**src/rtl/shift_reg_burst.sv**
```systemverilog
// shift_reg_burst
//   Universal shift register with hold, parallel load, and left/right shift.
//   It also has an autonomous burst mode. A start pulse in a shift mode
//   shifts the register min(amt_i, WIDTH) times with no further control,
//   then pulses done_o.
//
// Parameters
//   WIDTH   register width (>= 2)
//   CNT_W   width of amt_i and of the burst counter
//
// Ports
//   clk      clock, rising edge
//   rst      synchronous active-high reset
//   mode_i   0 hold, 1 load, 2 shift left, 3 shift right
//   D        serial input bit
//   par_i    parallel load data
//   start_i  burst start (honoured only in modes 2/3 while idle)
//   amt_i    burst length, sampled with start_i
//   rot_i    rotate select (only when SHIFT_REG_ROTATE_EN is defined)
//   P        register contents
//   so_o     last bit shifted out
//   busy_o   burst in progress
//   done_o   one-cycle burst-complete pulse
//
// Build option
//   SHIFT_REG_ROTATE_EN  adds rot_i. When rot_i=1, the bit leaving one end
//                        is inserted at the other end instead of D.
module shift_reg_burst #(
  parameter int WIDTH = 8,
  parameter int CNT_W = $clog2(WIDTH) + 1
) (
  input  logic             clk,
  input  logic             rst,
  input  logic [1:0]       mode_i,
  input  logic             D,
  input  logic [WIDTH-1:0] par_i,
  input  logic             start_i,
  input  logic [CNT_W-1:0] amt_i,
`ifdef SHIFT_REG_ROTATE_EN
  input  logic             rot_i,
`endif
  output logic [WIDTH-1:0] P,
  output logic             so_o,
  output logic             busy_o,
  output logic             done_o
);

  typedef enum logic {IDLE, BUSY} state_t;
  typedef enum logic [1:0] {MODE_HOLD, MODE_LOAD, MODE_SHL, MODE_SHR} mode_t;

  state_t           state_q, state_d;
  logic [WIDTH-1:0] p_q, p_d;
  logic             so_q, so_d;
  logic             busy_q, busy_d;
  logic             done_q, done_d;
  logic [CNT_W-1:0] cnt_q, cnt_d;
  logic             dir_q, dir_d;   // 1 = right
  logic             rot_now;        // rotate select for a direct shift
  logic             rot_burst;      // rotate select for the running burst
  logic [CNT_W-1:0] amt_sat;
  mode_t            mode;

`ifdef SHIFT_REG_ROTATE_EN
  logic rot_q, rot_d;
  assign rot_now   = rot_i;
  assign rot_burst = rot_q;
`else
  assign rot_now   = 1'b0;
  assign rot_burst = 1'b0;
`endif

  assign mode    = mode_t'(mode_i);
  assign amt_sat = (amt_i > CNT_W'(WIDTH)) ? CNT_W'(WIDTH) : amt_i;

  // Returns {shifted_out_bit, new_register}.
  function automatic logic [WIDTH:0] shift_fn(input logic [WIDTH-1:0] p,
                                              input logic right,
                                              input logic rot,
                                              input logic din);
    logic ins;
    if (right) begin
      ins = rot ? p[0] : din;
      return {p[0], ins, p[WIDTH-1:1]};
    end else begin
      ins = rot ? p[WIDTH-1] : din;
      return {p[WIDTH-1], p[WIDTH-2:0], ins};
    end
  endfunction

  always_comb begin
    state_d = state_q;
    p_d     = p_q;
    so_d    = so_q;
    busy_d  = busy_q;
    done_d  = 1'b0;
    cnt_d   = cnt_q;
    dir_d   = dir_q;
`ifdef SHIFT_REG_ROTATE_EN
    rot_d   = rot_q;
`endif
    case (state_q)
      IDLE: begin
        if (start_i && (mode == MODE_SHL || mode == MODE_SHR)) begin
          // Acceptance edge: latch the burst setup. P and so_o do not change.
          dir_d = (mode == MODE_SHR);
          cnt_d = amt_sat;
`ifdef SHIFT_REG_ROTATE_EN
          rot_d = rot_i;
`endif
          if (amt_sat != '0) begin
            state_d = BUSY;
            busy_d  = 1'b1;
          end else begin
            done_d = 1'b1;
          end
        end else begin
          case (mode)
            MODE_LOAD: p_d = par_i;
            MODE_SHL:  {so_d, p_d} = shift_fn(p_q, 1'b0, rot_now, D);
            MODE_SHR:  {so_d, p_d} = shift_fn(p_q, 1'b1, rot_now, D);
            default:   p_d = p_q;
          endcase
        end
      end
      BUSY: begin
        {so_d, p_d} = shift_fn(p_q, dir_q, rot_burst, D);
        cnt_d = cnt_q - 1'b1;
        if (cnt_q == CNT_W'(1)) begin
          state_d = IDLE;
          busy_d  = 1'b0;
          done_d  = 1'b1;
        end
      end
      default: state_d = IDLE;
    endcase
  end

  always_ff @(posedge clk) begin
    if (rst) begin
      state_q <= IDLE;
      p_q     <= '0;
      so_q    <= 1'b0;
      busy_q  <= 1'b0;
      done_q  <= 1'b0;
      cnt_q   <= '0;
      dir_q   <= 1'b0;
`ifdef SHIFT_REG_ROTATE_EN
      rot_q   <= 1'b0;
`endif
    end else begin
      state_q <= state_d;
      p_q     <= p_d;
      so_q    <= so_d;
      busy_q  <= busy_d;
      done_q  <= done_d;
      cnt_q   <= cnt_d;
      dir_q   <= dir_d;
`ifdef SHIFT_REG_ROTATE_EN
      rot_q   <= rot_d;
`endif
    end
  end

  assign P      = p_q;
  assign so_o   = so_q;
  assign busy_o = busy_q;
  assign done_o = done_q;

endmodule

```
**config.mk**
```make
export PLATFORM = sky130hd
export DESIGN_NAME = shift_reg_burst
export DESIGN_NICKNAME = d
export VERILOG_FILES = /design/src/rtl/shift_reg_burst.sv
export SDC_FILE = /design/constraint.sdc
export NUM_CORES = 1
export LEC_CHECK = 0
export CAP_MARGIN = 20
export CORE_ASPECT_RATIO = 1.4
export CORE_UTILIZATION = 51
export DETAILED_ROUTE_END_ITERATION = 7
export GPL_ROUTABILITY_DRIVEN = 1
export PLACE_DENSITY = 0.81
export SLEW_MARGIN = 0
export SYNTH_ARGS = -nofsm -noshare
export SYNTH_HDL_FRONTEND = slang
export SYNTH_SLANG_ARGS = --single-unit
export TNS_END_PERCENT = 5
```
**constraint.sdc**
```tcl
create_clock -name clk -period 3 [get_ports clk]
set_input_delay 0.6 -clock clk [delete_from_list [all_inputs] [get_ports clk]]
set_output_delay 0.6 -clock clk [all_outputs]
set_load 0.02 [all_outputs]
```
=== Word level (Yosys, flattened, before mapping) ===
Index checks and enable logic that the tools add are counted.
W data, S select, Z words.

* Add/subtract/negate cells: 1
* $lt $le $gt $ge: 1
* Equality and inequality tests: 10
* Mux-type cells: 22
* Bitwise operators: 1
* Reductions and logical operators: 7

{| class="wikitable"
|+ Operators with widths
! cell !! count
|-
| $pmux W8 S3 || 1
|-
| $pmux W8 S2 || 1
|-
| $mux W1 || 10
|-
| $pmux W1 S2 || 5
|-
| $mux W9 || 1
|-
| $mux W4 || 2
|-
| $mux W8 || 1
|-
| $pmux W4 S2 || 1
|-
| $ne A2 B2 Y1 const B || 3
|-
| $reduce_and A2 Y1 || 3
|-
| $eq A2 B2 Y1 const B || 2
|-
| $eq A4 B1 Y1 const B || 1
|-
| $gt A4 B4 Y1 const B || 1
|-
| $ne A4 B3 Y1 const B || 1
|-
| $reduce_bool A4 Y1 || 1
|-
| $sub A4 B1 Y4 const B || 1
|-
| $ne A3 B3 Y1 const B || 1
|-
| $reduce_and A3 Y1 || 1
|-
| $eq A2 B1 Y1 const B || 1
|-
| $ne A2 B1 Y1 const B || 1
|-
| $logic_and A1 B1 Y1 || 1
|-
| $logic_or A1 B1 Y1 || 1
|-
| $not A1 Y1 || 1
|}

* Register bits after elaboration: 17
* Bits of input ports: 18
* Output and inout port bits: 11
* Word-level logic and storage cells: 49

=== Depth between registers and ports, before layout ===
Gate-level depths: netlist of run 1.

* Word-level depth: 6
* Depth in mapped cells: 6
* Depth with buffers taken out: 6

=== Worst setup path after synthesis of run 1 ===
OpenSTA, ideal clock, no wires.

* Path kind: input to register
* Start point: input port mode_i[0]
* End point: register p_q[4] (netlist: P[4])
* Library setup time: 71 ps
* Arrival: 1405 ps
* Required time: 2929 ps
* Path slack: 1525 ps
* Stages: 4
* Buffers on the path: 0
* Path through: or2_2 -> a21oi_2 -> a22oi_1 -> o2bb2ai_1

* Word-level cells in the longest chain between the ends: 5
* Elaborated cells on any way between the ends: 11
* Those cells by class: eq/ne: 5; mux: 3; reduce/logical: 3

{| class="wikitable"
|+ Ends and longest elaborated chain
! item !! line !! text
|-
| from (decl) || 34 || <nowiki>input logic [1:0] mode_i,</nowiki>
|-
| branches (longest 5 deep; another with $pmux W8 S3) || -- ||
|-
| to (signal assigned) || 152 || <nowiki>p_q <= p_d;</nowiki>
|-
| to (decl) || 52 || <nowiki>logic [WIDTH-1:0] p_q, p_d;</nowiki>
|}

Parallel ways; which one is timed is not known. The select of a mux whose other input is x is not followed.
A chain may end at the register's enable or synchronous reset.

=== Worst setup path after layout of run 1 ===
* Start point: input port mode_i[1]
* End point: register so_q (netlist: so_o)

* Word-level cells in the longest chain between the ends: 5
* Elaborated cells on any way between the ends: 10
* Those cells by class: eq/ne: 4; mux: 3; reduce/logical: 3

{| class="wikitable"
|+ Ends and longest elaborated chain
! item !! line !! text
|-
| branches (longest 5 deep; another with $eq A2 B2 Y1) || -- ||
|-
| to (signal assigned) || 142 || <nowiki>so_q <= 1'b0;</nowiki>
|-
| to (signal assigned) || 153 || <nowiki>so_q <= so_d;</nowiki>
|-
| to (decl) || 53 || <nowiki>logic so_q, so_d;</nowiki>
|}

Parallel ways; which one is timed is not known. The select of a mux whose other input is x is not followed.

==> summary.json, run 1 <==
{
  "run_status": "finished, final reports clean",
  "hp-class": "reg2reg",
  "final.fill_count": 167,
  "critPathMaxFanout": 13,
  "cts_made_buffers": 3,
  "syn_to_final_growth_pct": 28.3,
  "layout_commonest_cell": "clkdlybuf4s50_1",
  "cts_max_path_buffers": 2,
  "synthCells": 124,
  "maxCapViolCount": 0,
  "postSynthNetCount": 144,
  "worst_setup_path_endpoint": "so_o",
  "overflow": 0,
  "fmaxAchievable_ghz": 0.451,
  "io_buffer_count": 28,
  "worst_reg2reg_path_length_in_cells": 4,
  "final.setup_skew_ps": 1.75,
  "nets": 170,
  "vdd_ir_drop_max_mv": 0.276,
  "timing.hold.ws_ps": 462,
  "floorplan.initialDensity_pct": 54.2,
  "timing.critical_path.from_type": "input pin",
  "ioPinCount": 29,
  "timing.reg2reg.setup_slack_ps": 1460,
  "cts_tree": "yes",
  "clk_pin_slew_ps": 100,
  "timing.critical_path.from": "mode_i[1]",
  "switching_share_pct": 31.0,
  "power.leakage_nw": 0.491,
  "worst-endpoint-required_ps": 3210,
  "grt_use_total_pct": 26.1,
  "vias_per_cell": 6.07,
  "wl_per_cell_um": 15.1,
  "tightest_slew_ps": 644,
  "number_of_global_route_vias_before_repair": 1000,
  "max_slew_margin_pct": 56.9,
  "r2r_start": "state_q",
  "detail-route-antenna-nets": 0,
  "root_buffer_master": "clkbuf_4",
  "switchingPower_mw": 0.170,
  "post_synthesis_sequential_element_count": 17,
  "avgSynthCellArea_um2": 8.63,
  "total_power_mw": 0.548,
  "fin_crit_sh_pct": 74.0,
  "endpoint_kind": "register",
  "die_height_um": 56.2,
  "setup_slack_ps": 780,
  "detailroute.via_count": 1032,
  "finalSetupViolCount": 0,
  "floorplan.die_area_mm2": 0.00229,
  "cts_sinks": 17,
  "antenna-diode-count": 0,
  "slew_viol_final": 0,
  "hold_viol_final": 0,
  "gp_routability_congestion": 0.824,
  "finalWorstPathRequiredPeriod_ps": 2220,
  "power-per-cell-area_mw_per_mm2": 400,
  "placeableCoreArea_mm2": 0.00197,
  "cp.arrival_ps": 2430,
  "internal_power_mw": 0.378,
  "ys_warn_count": 0,
  "most-common-layout-cells": "clkdlybuf4s50_1 (28), a21oi_1 (23), dfxtp_1 (17)",
  "die_w_um": 40.7,
  "antenna_found_initial": 0,
  "dp_slack_ps": 503,
  "detail_route.wirelength_mm": 2.56,
  "layout-drive-gt1-share_pct": 12.1,
  "post-route-drc-count": 0,
  "share_seq_of_total_power_pct": 49.0,
  "drt_first_iter_violations": 38,
  "drt_first_pass_iters": 4,
  "finalNonFillerCells": 170,
  "power.combinational.fraction_pct": 28.8,
  "synth-seq-area-share_pct": 31.8,
  "ctsHoldBuffers": 0,
  "netlist_area_mm2": 0.00107,
  "post-cts-setup-buffer-count": 0,
  "grt_setup_unrepaired": "false",
  "dp.cells": 166,
  "criticalPathCategory": "in2reg",
  "fp-row-count": 19,
  "worst_r2r_endpoint": "cnt_q[3]",
  "p_clk_share_pct": 22.2,
  "h-tree-depth": 1,
  "cts-resized-gates": 0,
  "hpwl_mm": 1.88,
  "grt_first_pass_wirelength_mm": 4.19,
  "synth_cell_types": 31,
  "setup-tns-final_ps": 0,
  "clock_insertion_delay_worst_skew_ps": 280,
  "pin_count_of_the_biggest_net_entering_global_routing": 18
}
[layer usage]
| metal | wire length, µm | global-route usage (%) | vias to the layer above |
|---|---|---|---|
| met5 | 0 | 0 | - |
| met4 | 14 | 9.52 | 0 |
| met3 | 119 | 6.00 | 2 |
| met2 | 1370 | 44.4 | 34 |
| met1 | 1050 | 29.3 | 480 |
| li1 | - | - | 516 |
[critical path: stages]
cell and delay [ps]:
clkdlybuf4s50_1 770, nor2b_1 600, or2_2 230, nor2_1 40, a211oi_1 190
[Yosys cell counts (all sizes together)]
master	instances	area [µm²]
dfxtp	17	340
nor3b	1	7.51
ha	2	25.0
nor4	1	6.26
and2b	1	7.51
or2	2	12.5
nor2	5	18.8
o211ai	1	7.51
nand3b	2	15.0
clkbuf	4	15.0
mux2i	9	90.1
nor2b	1	6.26
or3	1	6.26
nand2	10	45.0
or4b	2	20.0
a211oi	3	22.5
nand3	1	5.00
xnor2	1	8.76
a31oi	1	6.26
o2bb2ai	8	70.1
o21ai	3	15.0
a22oi	8	60.1
buf	6	37.5
mux2	8	90.1
a21oi	24	124
inv	2	7.51
[worst min-delay path by stage]
stage / from / to / slack (ps) / cells past startpoint
CTS: busy_o / busy_o / 470 / 2
global route: busy_o / busy_o / 500 / 2
floorplan: cnt_q[3] / cnt_q[3] / 480 / 2
global placement: busy_o / busy_o / 450 / 2
finish: busy_o / busy_o / 460 / 2
detailed placement: busy_o / busy_o / 450 / 2
[power by group through the flow]
stage	clock [mW]	sequential [mW]	combinational, mW
after floorplan	0	0.276	0.0897
after global placement	0	0.272	0.154
after detailed placement	0	0.273	0.158
after CTS	0.125	0.268	0.159
after global routing	0.142	0.271	0.173
final	0.122	0.268	0.158
[flip-flops by register name, indices dropped and copies added, names as in the netlist]
name	cells
P	8
cnt_q	4
so_o	1
state_q	1
done_o	1
dir_q	1
busy_o	1
[cell type report]
class,instances,area (µm²),share of cell area [%]
well taps,21,26.3,1.91
multi-input cells,95,669,48.8
clock buffers,4,26.3,1.91
repair buffers,31,303,22.1
flip-flops and latches,17,340,24.8
inverters,2,7.51,0.547
[cells by family (layout without fill, tap and decap cells)]
family                   count (synthesis)  after routing  share of synthesized area, %
buffers and inverters                   12             37                          5.61
AO/OA/AOI/OAI                           48             48                          28.5
adder cells (fa/ha/maj)                  2              2                          2.34
flip-flops                              17             17                          31.8
AND/OR/NAND/NOR                         27             27                          14.0
multiplexers                            17             17                          16.8
XOR/XNOR                                 1              1                         0.819
[through the flow]
step	utilization (%)	instance area (µm²)
5_1_grt	69.6	1370
4_1_cts	69.6	1370
2_1_floorplan	-	1070
6_report	69.6	1370
3_5_place_dp	68.2	1350
3_3_place_gp	68.2	1350
Power figures use the tool's default switching activity.
==> inputs of run 2 (changes only) <==
--- a/config.mk
+++ b/config.mk
@@ -7,10 +7,10 @@
 export LEC_CHECK = 0
 export CAP_MARGIN = 20
 export CORE_ASPECT_RATIO = 1.4
-export CORE_UTILIZATION = 51
+export CORE_UTILIZATION = 43
 export DETAILED_ROUTE_END_ITERATION = 7
 export GPL_ROUTABILITY_DRIVEN = 1
-export PLACE_DENSITY = 0.81
+export PLACE_DENSITY = 0.72
 export SLEW_MARGIN = 0
 export SYNTH_ARGS = -nofsm -noshare
 export SYNTH_HDL_FRONTEND = slang
==> constraint.sdc (replaced) <==
create_clock -name clk -period 2 [get_ports clk]
set_input_delay 0.4 -clock clk [delete_from_list [all_inputs] [get_ports clk]]
set_output_delay 0.4 -clock clk [all_outputs]
set_load 0.02 [all_outputs]
==> run 2 against run 1 <==
Design area grew 3.0%. Largest power group unchanged. Register-to-register slack lost 750 ps. Non-clock buffer count grew 5.
==> summary.json, run 2 (synthesis gave the netlist of run 1 again) <==
{
  "run_status": "finished, final reports clean",
  "syn_to_final_growth_pct": 32.2,
  "fin_crit_sh_pct": 89.3,
  "fmaxAchievable_ghz": 0.560,
  "total_power": {"value": 0.840, "unit": "mW", "change": "+53%"},
  "ctsHoldBuffers": {"value": 0, "change": "unchanged"},
  "final.setup_skew": {"value": 7.60, "unit": "ps", "change": "+5.85 ps"},
  "worstPathCellList": "clkdlybuf4s50_1",
  "critPathTopFamily": "buffers and inverters",
  "grt_first_pass_wirelength": {"value": 4.32, "unit": "mm", "change": "+3.1%"},
  "vdd_ir_drop_max": {"value": 0.431, "unit": "mV", "change": "+56%"},
  "die_w": {"value": 44.2, "unit": "µm", "change": "+8.5%"},
  "criticalPathCategory": "reg2out",
  "endpoint_kind": "output port",
  "drt_first_iter_violations": {"value": 27, "change": "-29%"},
  "critPathMaxFanout": {"value": 6, "change": "-7"},
  "cts-resized-gates": {"value": 0, "change": "unchanged"},
  "cts_sinks": {"value": 17, "change": "unchanged"},
  "crit_path_max_incr_delay": {"value": 650, "unit": "ps", "change": "-120 ps"},
  "worstPathBufferInverterCount": {"value": 1, "change": "unchanged"},
  "antenna-diode-count": {"value": 0, "change": "unchanged"},
  "most-common-layout-cells": "clkdlybuf4s50_1 (28), a21oi_1 (23), dfxtp_1 (17)",
  "cts_tree": "yes",
  "placeableCoreArea": {"value": 0.00236, "unit": "mm²", "change": "+20%"},
  "hp-class": "reg2reg",
  "floorplan.die_area": {"value": 0.00269, "unit": "mm²", "change": "+18%"},
  "setup_slack": {"value": 213, "unit": "ps", "change": "-567 ps"},
  "power.leakage": {"value": 0.519, "unit": "nW", "change": "+5.6%"},
  "timing.critical_path.from_type": "register",
  "h-tree-depth": {"value": 1, "change": "unchanged"},
  "largest_register_ffs": {"value": 8, "change": "unchanged"},
  "clk_pin_slew": {"value": 110, "unit": "ps", "change": "about the same"},
  "ioPinCount": {"value": 29, "change": "unchanged"},
  "layout.cell_area.non_filler": {"value": 0.00141, "unit": "mm²", "change": "+3.0%"},
  "timing.critical_path.slowest_stage_cell": "clkdlybuf4s50_1",
  "overflow": {"value": 0, "change": "unchanged"},
  "vias_per_cell": {"value": 5.99, "change": "-1.3%"},
  "post-route-drc-count": {"value": 0, "change": "unchanged"},
  "max_slew_margin": {"value": 73.5, "unit": "%", "change": "+17 points"},
  "power-per-cell-area": {"value": 594, "unit": "mW/mm²", "change": "+49%"},
  "drt_first_pass_iters": {"value": 6, "change": "+2"},
  "pin_count_of_the_biggest_net_entering_global_routing": {"value": 18, "change": "unchanged"},
  "cts_made_buffers": {"value": 3, "change": "unchanged"},
  "floorplan.initialDensity": {"value": 45.2, "unit": "%", "change": "-9.0 points"},
  "dp.cells": {"value": 173, "change": "+4.2%"},
  "hold_viol_final": {"value": 0, "change": "unchanged"},
  "finalNonFillerCells": {"value": 177, "change": "+4.1%"},
  "die_height": {"value": 61.0, "unit": "µm", "change": "+8.6%"},
  "fp-row-count": {"value": 21, "change": "+2"},
  "postLayoutCoreUtil": {"value": 59.8, "unit": "%", "change": "-9.8 points"},
  "finalWorstPathRequiredPeriod_ps": 1790,
  "detail_route.wirelength": {"value": 2.67, "unit": "mm", "change": "+4.3%"},
  "setup-tns-final": {"value": 0, "unit": "ps", "change": "unchanged"},
  "wl_per_cell": {"value": 15.1, "unit": "µm", "change": "+0.14%"},
  "number_of_global_route_vias_before_repair": {"value": 960, "change": "-4.0%"},
  "gp_routability_congestion": {"value": 0.797, "change": "-3.3%"},
  "grt_use_total": {"value": 21.6, "unit": "%", "change": "-4.5 points"},
  "clock_insertion_delay_worst_skew": {"value": 290, "unit": "ps", "change": "about the same"},
  "cts_max_path_buffers": {"value": 2, "change": "unchanged"},
  "nets": {"value": 175, "change": "+2.9%"},
  "layout_commonest_cell": "clkdlybuf4s50_1",
  "maxCapViolCount": {"value": 0, "change": "unchanged"},
  "cp.arrival": {"value": 1390, "unit": "ps", "change": "-1040 ps"},
  "root_buffer_master": "clkbuf_4",
  "post_place_instance_area": {"value": 0.00139, "unit": "mm²", "change": "+3.0%"},
  "detailroute.via_count": {"value": 1061, "change": "+2.8%"},
  "worst-endpoint-required": {"value": 1600, "unit": "ps", "change": "-1610 ps"},
  "layout-drive-gt1-share": {"value": 15.6, "unit": "%", "change": "+3.5 points"},
  "grt_setup_unrepaired": "false",
  "hpwl": {"value": 1.92, "unit": "mm", "change": "+2.3%"},
  "timing.hold.ws": {"value": 467, "unit": "ps", "change": "+4.52 ps"},
  "antenna_found_initial": {"value": 0, "change": "unchanged"},
  "tightest_slew": {"value": 397, "unit": "ps", "change": "-247 ps"},
  "slew_viol_final": {"value": 0, "change": "unchanged"},
  "detail-route-antenna-nets": {"value": 0, "change": "unchanged"},
  "dp_slack": {"value": 70.8, "unit": "ps", "change": "-432 ps"},
  "post-cts-setup-buffer-count": {"value": 0, "change": "unchanged"},
  "finalSetupViolCount": {"value": 0, "change": "unchanged"},
  "io_buffer_count": {"value": 28, "change": "unchanged"}
}
## run 2: cell types whose count changed in the layout (fill, tap and decap cells not counted)
cell / previous run / this run
clkinv_2: 0 / 1
clkbuf_1: 1 / 0
buf_4: 3 / 8
## run 2: final cells by class
cell class	instances	area, µm²
repair buffers	36	340
flip-flops and latches	17	340
clock buffers	3	22.5
inverters	2	7.51
fillers	228	951
well taps	23	28.8
clock inverters	1	5.00
multi-input cells	95	669
## run 2: worst register-to-register path, cell delays in order (launching register included)
cell and delay [ps]:
dfxtp_1 580, mux2_2 380, a22oi_1 150, o2bb2ai_1 90
## run 2: worst paths after layout
path,from,to,slack (ps),depth (start not counted)
max,P[3],P[3],210,1
min,busy_o,busy_o,470,2
max reg2reg,dir_q,P[4],710,3
min reg2reg,busy_o,busy_o,470,2
## run 2: report_power, final
part	total (mW)	internal [mW]	switching [mW]
combinational	0.251	0.132	0.119
clock	0.190	0.0744	0.115
sequential	0.399	0.365	0.0333
## run 2: layer usage
| layer | global-route usage, % | share of wire, % | up-vias |
|---|---|---|---|
| met1 | 24.6 | 42 | 499 |
| met3 | 2.64 | 4.2 | 8 |
| li1 | - | - | 522 |
| met4 | 8.66 | 2.2 | 0 |
| met2 | 40.3 | 51 | 32 |
| met5 | 0 | 0 | - |
